[config.mk]
export PLATFORM = sky130hd
export DESIGN_NAME = bus_datapath_p
export DESIGN_NICKNAME = d
export VERILOG_FILES = /design/src/rtl/datapath_pkg.sv /design/src/rtl/muldiv_seq.sv /design/src/rtl/bus_datapath_p.sv
export SDC_FILE = /design/constraint.sdc
export NUM_CORES = 2
export LEC_CHECK = 0
export ABC_AREA = 1
export CAP_MARGIN = 15
export CORE_ASPECT_RATIO = 0.8
export CORE_MARGIN = 2
export CORE_UTILIZATION = 30
export DETAILED_ROUTE_END_ITERATION = 12
export PLACE_DENSITY = 0.56
export SYNTH_ARGS = -nofsm -noshare
export SYNTH_HDL_FRONTEND = slang
export SYNTH_SLANG_ARGS = --single-unit
[constraint.sdc]
create_clock -name clk -period 12.9 [get_ports clk]
set_input_delay 3.225 -clock clk [delete_from_list [all_inputs] [get_ports clk]]
set_output_delay 3.225 -clock clk [all_outputs]
set_load 0.1 [all_outputs]
[src/rtl/datapath_pkg.sv]
// Shared constants for the bus datapath: ALU opcodes, fixed bus-source
// offsets (placed after the general registers) and the mul/div FSM states.
package datapath_pkg;

  localparam int OP_ADD  = 0;
  localparam int OP_SUB  = 1;
  localparam int OP_AND  = 2;
  localparam int OP_OR   = 3;
  localparam int OP_SHR  = 4;
  localparam int OP_SHRA = 5;
  localparam int OP_SHL  = 6;
  localparam int OP_ROR  = 7;
  localparam int OP_ROL  = 8;
  localparam int OP_NEG  = 9;
  localparam int OP_NOT  = 10;
  localparam int OP_MUL  = 11;
  localparam int OP_DIV  = 12;

  localparam int SRC_HI     = 0;
  localparam int SRC_LO     = 1;
  localparam int SRC_ZHI    = 2;
  localparam int SRC_ZLO    = 3;
  localparam int SRC_PC     = 4;
  localparam int SRC_MDR    = 5;
  localparam int SRC_INPORT = 6;
  localparam int NSRC_FIX   = 7;

  typedef enum logic [1:0] {
    ST_IDLE = 2'd0,
    ST_RUN  = 2'd1,
    ST_FIX  = 2'd2
  } md_state_e;

endpackage

[src/rtl/muldiv_seq.sv]
// Iterative signed multiply / divide on operand magnitudes, one
// shift-add or restoring-subtract step per cycle, then a sign fix.
module muldiv_seq
  import datapath_pkg::*;
#(
  parameter int WIDTH = 32
) (
  input  logic             clk,
  input  logic             rst_n,
  input  logic             start_i,
  input  logic             div_i,
  input  logic [WIDTH-1:0] a_i,
  input  logic [WIDTH-1:0] b_i,
  output logic             busy_o,
  output logic             wr_o,
  output logic             done_o,
  output logic             dz_o,
  output logic [WIDTH-1:0] hi_o,
  output logic [WIDTH-1:0] lo_o
);

  localparam int CW = $clog2(WIDTH);

  function automatic logic [WIDTH-1:0] mag(input logic [WIDTH-1:0] v);
    return v[WIDTH-1] ? -v : v;
  endfunction

  md_state_e        state_q, state_d;
  logic [CW-1:0]    cnt_q, cnt_d;
  logic [WIDTH-1:0] acc_q, acc_d;
  logic [WIDTH-1:0] quo_q, quo_d;
  logic [WIDTH-1:0] a_q, b_q;
  logic             div_q, sa_q, neg_q, bz_q;
  logic             done_q, dz_q;
  logic             take;

  logic [WIDTH:0]     add_s;
  logic [WIDTH:0]     rsh;
  logic               ge;
  logic [WIDTH-1:0]   diff;
  logic [2*WIDTH-1:0] prod, prod_s;

  assign take  = start_i && (state_q == ST_IDLE);
  assign add_s = {1'b0, acc_q} + (quo_q[0] ? {1'b0, b_q} : '0);
  assign rsh   = {acc_q, quo_q[WIDTH-1]};
  assign ge    = rsh >= {1'b0, b_q};
  assign diff  = WIDTH'(rsh - {1'b0, b_q});

  always_comb begin
    state_d = state_q;
    cnt_d   = cnt_q;
    acc_d   = acc_q;
    quo_d   = quo_q;
    unique case (state_q)
      ST_IDLE: begin
        if (start_i) begin
          state_d = ST_RUN;
          cnt_d   = '0;
          acc_d   = '0;
          quo_d   = mag(a_i);
        end
      end
      ST_RUN: begin
        if (div_q) begin
          acc_d = ge ? diff : rsh[WIDTH-1:0];
          quo_d = {quo_q[WIDTH-2:0], ge};
        end else begin
          acc_d = add_s[WIDTH:1];
          quo_d = {add_s[0], quo_q[WIDTH-1:1]};
        end
        cnt_d = cnt_q + 1'b1;
        if (cnt_q == CW'(WIDTH-1)) state_d = ST_FIX;
      end
      ST_FIX:  state_d = ST_IDLE;
      default: state_d = ST_IDLE;
    endcase
  end

  always_ff @(posedge clk or negedge rst_n) begin
    if (!rst_n) begin
      state_q <= ST_IDLE;
      cnt_q   <= '0;
      acc_q   <= '0;
      quo_q   <= '0;
      a_q     <= '0;
      b_q     <= '0;
      div_q   <= 1'b0;
      sa_q    <= 1'b0;
      neg_q   <= 1'b0;
      bz_q    <= 1'b0;
      done_q  <= 1'b0;
      dz_q    <= 1'b0;
    end else begin
      state_q <= state_d;
      cnt_q   <= cnt_d;
      acc_q   <= acc_d;
      quo_q   <= quo_d;
      done_q  <= state_q == ST_FIX;
      dz_q    <= (state_q == ST_FIX) && div_q && bz_q;
      if (take) begin
        a_q   <= a_i;
        b_q   <= mag(b_i);
        div_q <= div_i;
        sa_q  <= a_i[WIDTH-1];
        neg_q <= a_i[WIDTH-1] ^ b_i[WIDTH-1];
        bz_q  <= b_i == '0;
      end
    end
  end

  assign prod   = {acc_q, quo_q};
  assign prod_s = neg_q ? -prod : prod;

  // Remainder follows the dividend sign; zero divisor overrides both halves.
  always_comb begin
    hi_o = prod_s[2*WIDTH-1:WIDTH];
    lo_o = prod_s[WIDTH-1:0];
    if (div_q) begin
      hi_o = sa_q ? -acc_q : acc_q;
      lo_o = neg_q ? -quo_q : quo_q;
      if (bz_q) begin
        hi_o = a_q;
        lo_o = '1;
      end
    end
  end

  assign busy_o = state_q != ST_IDLE;
  assign wr_o   = state_q == ST_FIX;
  assign done_o = done_q;
  assign dz_o   = dz_q;

endmodule

[src/rtl/bus_datapath_p.sv]
// Shared-bus CPU datapath: register file, priority bus mux, ALU with
// single-cycle ops and a sequenced signed multiply/divide engine.
module bus_datapath_p
  import datapath_pkg::*;
#(
  parameter int WIDTH = 32,
  parameter int NREG  = 16,
  parameter int OPW   = 5
) (
  input  logic             clk,
  input  logic             clr,
  input  logic [WIDTH-1:0] mdata_in,
  input  logic [WIDTH-1:0] inport_in,
  input  logic [NREG-1:0]  reg_in,
  input  logic [NREG-1:0]  reg_out,
  input  logic             hi_in,
  input  logic             lo_in,
  input  logic             pc_in,
  input  logic             y_in,
  input  logic             mdr_in,
  input  logic             md_read,
  input  logic             hi_out,
  input  logic             lo_out,
  input  logic             zhi_out,
  input  logic             zlo_out,
  input  logic             pc_out,
  input  logic             mdr_out,
  input  logic             inport_out,
  input  logic [OPW-1:0]   opcode,
  input  logic             inc_pc,
  input  logic             alu_start,
  output logic             alu_busy,
  output logic             alu_done,
  output logic             div_zero,
  output logic             bus_conflict,
  output logic [WIDTH-1:0] bus_q,
  output logic [WIDTH-1:0] pc_q
);

  localparam int NSRC = NREG + NSRC_FIX;
  localparam int SW   = $clog2(WIDTH);

  logic [WIDTH-1:0] r_q [NREG];
  logic [WIDTH-1:0] hi_q, lo_q, y_q, mdr_q;
  logic [WIDTH-1:0] zhi_q, zlo_q, zhi_d, zlo_d;
  logic             sc_done_q;

  logic [NSRC-1:0]  sel;
  logic [WIDTH-1:0] src [NSRC];

  assign sel = {inport_out, mdr_out, pc_out, zlo_out,
                zhi_out, lo_out, hi_out, reg_out};

  always_comb begin
    for (int i = 0; i < NREG; i++) src[i] = r_q[i];
    src[NREG+SRC_HI]     = hi_q;
    src[NREG+SRC_LO]     = lo_q;
    src[NREG+SRC_ZHI]    = zhi_q;
    src[NREG+SRC_ZLO]    = zlo_q;
    src[NREG+SRC_PC]     = pc_q;
    src[NREG+SRC_MDR]    = mdr_q;
    src[NREG+SRC_INPORT] = inport_in;
  end

  // Scan from the top so the lowest asserted index ends up on the bus.
  always_comb begin
    bus_q = '0;
    for (int i = NSRC - 1; i >= 0; i--) begin
      if (sel[i]) bus_q = src[i];
    end
  end

  assign bus_conflict = |(sel & (sel - NSRC'(1)));

  logic [WIDTH-1:0] a, b, alu_res;
  logic [SW-1:0]    sh;

  assign a  = y_q;
  assign b  = bus_q;
  assign sh = b[SW-1:0];

  always_comb begin
    alu_res = '0;
    unique case (opcode)
      OPW'(OP_ADD):  alu_res = a + b;
      OPW'(OP_SUB):  alu_res = a - b;
      OPW'(OP_AND):  alu_res = a & b;
      OPW'(OP_OR):   alu_res = a | b;
      OPW'(OP_SHR):  alu_res = a >> sh;
      OPW'(OP_SHRA): alu_res = $signed(a) >>> sh;
      OPW'(OP_SHL):  alu_res = a << sh;
      OPW'(OP_ROR):  alu_res = WIDTH'({a, a} >> sh);
      OPW'(OP_ROL):  alu_res = WIDTH'(({a, a} << sh) >> WIDTH);
      OPW'(OP_NEG):  alu_res = -b;
      OPW'(OP_NOT):  alu_res = ~b;
      default:       alu_res = '0;
    endcase
  end

  logic             md_op, accept, md_start, md_div;
  logic             md_wr, md_done, md_dz;
  logic [WIDTH-1:0] md_hi, md_lo;

  assign md_div   = opcode == OPW'(OP_DIV);
  assign md_op    = !inc_pc && (md_div || opcode == OPW'(OP_MUL));
  assign accept   = alu_start && !alu_busy;
  assign md_start = accept && md_op;

  muldiv_seq #(.WIDTH(WIDTH)) u_md (
    .clk     (clk),
    .rst_n   (clr),
    .start_i (md_start),
    .div_i   (md_div),
    .a_i     (a),
    .b_i     (b),
    .busy_o  (alu_busy),
    .wr_o    (md_wr),
    .done_o  (md_done),
    .dz_o    (md_dz),
    .hi_o    (md_hi),
    .lo_o    (md_lo)
  );

  always_comb begin
    zhi_d = zhi_q;
    zlo_d = zlo_q;
    if (md_wr) begin
      zhi_d = md_hi;
      zlo_d = md_lo;
    end else if (accept && !md_op) begin
      zhi_d = '0;
      zlo_d = inc_pc ? bus_q + WIDTH'(1) : alu_res;
    end
  end

  always_ff @(posedge clk or negedge clr) begin
    if (!clr) begin
      for (int i = 0; i < NREG; i++) r_q[i] <= '0;
      hi_q      <= '0;
      lo_q      <= '0;
      pc_q      <= '0;
      y_q       <= '0;
      mdr_q     <= '0;
      zhi_q     <= '0;
      zlo_q     <= '0;
      sc_done_q <= 1'b0;
    end else begin
      for (int i = 0; i < NREG; i++) begin
        if (reg_in[i]) r_q[i] <= bus_q;
      end
      if (hi_in)  hi_q  <= bus_q;
      if (lo_in)  lo_q  <= bus_q;
      if (pc_in)  pc_q  <= bus_q;
      if (y_in)   y_q   <= bus_q;
      if (mdr_in) mdr_q <= md_read ? mdata_in : bus_q;
      zhi_q     <= zhi_d;
      zlo_q     <= zlo_d;
      sc_done_q <= accept && !md_op;
    end
  end

  assign alu_done = sc_done_q | md_done;
  assign div_zero = md_dz;

endmodule

==> flow_metrics.env <==
export IMPL_cts_tree="built"
export IMPL_final_cell_mix="nand2_1, a21oi_1, o21ai_0, dfrtp_1, nor2_1"
export IMPL_peakVddDrop_mv=0.121
export IMPL_cp_num_cells=11
export IMPL_endpoint="bus_conflict"
export IMPL_synth_ff_type="dfrtp_1"
export IMPL_cts_root_buf="clkbuf_16"
export IMPL_outcome="finished clean"
export IMPL_synth_top_family_by_area="simple AND/OR/NAND/NOR gates"
export IMPL_cp_required_ns=9.68
export IMPL_synthArstFlopShare=1.00
export IMPL_clk_latency_ns=0.76
export IMPL_ys_ff_latch=877
export IMPL_start_util=0.303
export IMPL_slowest_stage="clkdlybuf4s50_1"
export IMPL_final_common_cell="nand2_1"
export IMPL_p_leak_uw=0.0307
export IMPL_critPathMostFrequentCell="nor2_1"
export IMPL_fmax_mhz=88.9
export IMPL_via_count=64900
export IMPL_cts_buffers=92
export IMPL_critPathLaunchType="input port"
export IMPL_rr_worst_depth=37
export IMPL_r2r_end="zlo_q[31]$_DFFE_PN0P_"
export IMPL_drt_wl_total_microns=322000
export IMPL_grt_usage=0.310
export IMPL_fill_cells=21300
export IMPL_setup_tns_ns=0
export IMPL_regToRegSetupSlack_ns=5.62
export IMPL_crit_buf_inv=3
export IMPL_die_w_microns=501
export IMPL_worstMarginPinSlew_ns=1.27
export IMPL_crit_chain="clkdlybuf4s50_1 > nor2_1 > inv_1 > nor2_1 > nand2_1 > nor3_1 > nand4_1 > o21ai_0 > o211a_1 > o2111ai_1 > buf_4"
export IMPL_gp_congestion=1.02
export IMPL_areaGrowthSynthToFinish_pct=12.0
export IMPL_antenna_found_initial=30
export IMPL_power_total_uw=11800
export IMPL_synth_simple_area_share=0.283
export IMPL_core_area_sq_mm=0.196
export IMPL_largest_reg_flops=512
export IMPL_critical_path_class="in2out"
export IMPL_wl_per_cell_microns=28.3
export IMPL_cap_violations=0
export IMPL_layout_setup_ws_ns=1.65
export IMPL_grt_pass1_vias=59100
export IMPL_setup_viol=0
export IMPL_post_route_period_util=0.872
export IMPL_ctsLongestPathBuffers=3
export IMPL_rsz0062_at_grt="no"
export IMPL_drive_gt1_frac=0.0657
export IMPL_die_area_sq_mm=0.201
export IMPL_largest_register="r_q"
export IMPL_ys_types=73
export IMPL_yosys_warnings=0
export IMPL_path_clk_slew_ns=0.06
export IMPL_slew_headroom=0.149
export IMPL_cp_top_family="simple AND/OR/NAND/NOR gates"
export IMPL_drt_iter0_markers=9905
export IMPL_dpl_cell_area_sq_mm=0.0632
export IMPL_synthAdderAreaFrac=0.0238
export IMPL_ant_nets=0
export IMPL_syn_area_per_cell_sq_um=6.70
export IMPL_synthMuxAreaShare=0
export IMPL_std_cell_rows=145
export IMPL_fp_dieH_microns=402
export IMPL_syn_area_sq_mm=0.0593
export IMPL_post_cts_resized=0
export IMPL_dr_pass1_iters=7
export IMPL_hold_class="reg2reg"
export IMPL_cts_setup_buffers=0
export IMPL_worstPathMaxFanout=9
export IMPL_ios=186
export IMPL_synth_compound_area_frac=0.212
export IMPL_reg2reg_from="zhi_q[25]$_DFFE_PN0P_"
export IMPL_synth_nets=9085
export IMPL_instances_no_fill=11400
export IMPL_clock_sinks=877
export IMPL_vias_per_cell=5.71
export IMPL_grt_overflow_total=0
export IMPL_synth_edff_count=0
export IMPL_hold_violations=0
export IMPL_crit_arrival_ns=8.02
export IMPL_dp_slack_ns=1.97
export IMPL_nNetsFinal=8952
export IMPL_fin_crit_ns=11.25
export IMPL_io_buffer_count=185
export IMPL_netlist_instances=8856
export IMPL_synth_seq_area_share=0.370
export IMPL_hpwl_microns=234000
export IMPL_skew_ns=0.0574
export IMPL_grt_pass1_wl_microns=452000
export IMPL_final_cell_area_sq_mm=0.0665
export IMPL_drc=0
export IMPL_critPathLaunch="reg_out[4]"
export IMPL_end_kind="output pin"
export IMPL_synth_xor_area_frac=0.0133
export IMPL_ctsHoldBuffers=0
export IMPL_htreeDepth=3
export IMPL_final_max_slew_violation_count=0
export IMPL_powerDensity_mw_per_mm2=178
export IMPL_grt_max_degree=172
export IMPL_critical_path_max_stage_delay_ns=0.66
export IMPL_dp_cells=11200
## synth_stat cells, drive strengths merged, types with 4 or more instances
| library cell | count | area (sq um) |
|---|---|---|
| nand2 | 2319 | 8810 |
| o2111ai | 8 | 70.1 |
| nand3b | 9 | 67.6 |
| o211ai | 51 | 383 |
| o221ai | 6 | 52.6 |
| clkinv | 12 | 47.6 |
| a221oi | 7 | 61.3 |
| nor2 | 843 | 3270 |
| o21ai | 957 | 4810 |
| a22oi | 31 | 233 |
| nand3 | 698 | 3490 |
| or2 | 23 | 144 |
| o22ai | 32 | 200 |
| clkbuf | 344 | 1290 |
| buf | 280 | 1460 |
| ha | 108 | 1350 |
| a31oi | 51 | 319 |
| dfrtp | 877 | 21900 |
| a211oi | 149 | 1160 |
| o31ai | 15 | 118 |
| a32o | 20 | 200 |
| nor3 | 79 | 460 |
| inv | 802 | 3010 |
| a21boi | 14 | 124 |
| xnor2 | 22 | 193 |
| nor4 | 25 | 163 |
| a21oi | 905 | 4540 |
| xor2 | 68 | 596 |
| a21o | 6 | 46.3 |
| o21bai | 4 | 30.0 |
| nand4 | 56 | 350 |
| o21a | 10 | 75.1 |
| o32ai | 5 | 43.8 |
## per-stage QoR
stage | hold slack [ns] | utilization
after floorplan | 0.449 | -
after global placement | 0.468 | 0.323
after detailed placement | 0.474 | 0.323
after CTS | 0.488 | 0.339
after global routing | 0.514 | 0.339
final | 0.490 | 0.339
## worst min-delay path by stage
stage	depth (start not counted)	from	end
finish	2	u_md.a_q[11]$_DFFE_PN0P_	u_md.a_q[11]$_DFFE_PN0P_
detailed placement	2	u_md.a_q[11]$_DFFE_PN0P_	u_md.a_q[11]$_DFFE_PN0P_
floorplan	2	zlo_q[6]$_DFFE_PN0P_	zlo_q[6]$_DFFE_PN0P_
global route	2	u_md.a_q[24]$_DFFE_PN0P_	u_md.a_q[24]$_DFFE_PN0P_
global placement	2	mdr_q[21]$_DFFE_PN0P_	mdr_q[21]$_DFFE_PN0P_
CTS	2	u_md.a_q[11]$_DFFE_PN0P_	u_md.a_q[11]$_DFFE_PN0P_
## report_power, final
group | switching (uW) | total [uW] | internal, uW
sequential | 511 | 3750 | 3240
combinational | 3800 | 5210 | 1410
clock | 1300 | 2890 | 1590
## cell families after synthesis
| kind of cell | count (synthesis) |
|---|---|
| XOR/XNOR | 90 |
| AO/OA/AOI/OAI | 2282 |
| adder cells (fa/ha/maj) | 111 |
| flip-flops | 877 |
| buffers and inverters | 1438 |
| AND/OR/NAND/NOR | 4058 |
## metal layers
metal | vias up | global-route usage | share of wire | wire (microns)
li1 | 28900 | - | - | -
met1 | 31700 | 0.460 | 0.45 | 144000
met2 | 3728 | 0.434 | 0.41 | 131000
met3 | 490 | 0.0800 | 0.11 | 37000
met4 | 20 | 0.0897 | 0.033 | 10700
met5 | - | 0 | 0.00037 | 120
## worst reg2reg max path: cells and delay by family, from the launching register on
kind            cells  cell delay (ns)
compound gates      5             1.34
xor+xnor            1             0.25
fa+ha+maj           1             0.42
buf+inv             1             0.21
flops               1             0.41
simple gates       29             4.51
## final cells by class
| class | count | area (sq um) | area share |
|---|---|---|---|
| tap | 2572 | 3220 | 0.0484 |
| multi-input combinational | 6541 | 31700 | 0.477 |
| clock buffer | 129 | 2600 | 0.0391 |
| clock inverter | 36 | 569 | 0.00856 |
| timing repair buffer | 397 | 3360 | 0.0506 |
| inverter | 814 | 3060 | 0.0461 |
| sequential | 877 | 21900 | 0.330 |
| antenna | 9 | 22.5 | 0.000339 |
No activity file was read; power rests on OpenSTA's default activity.
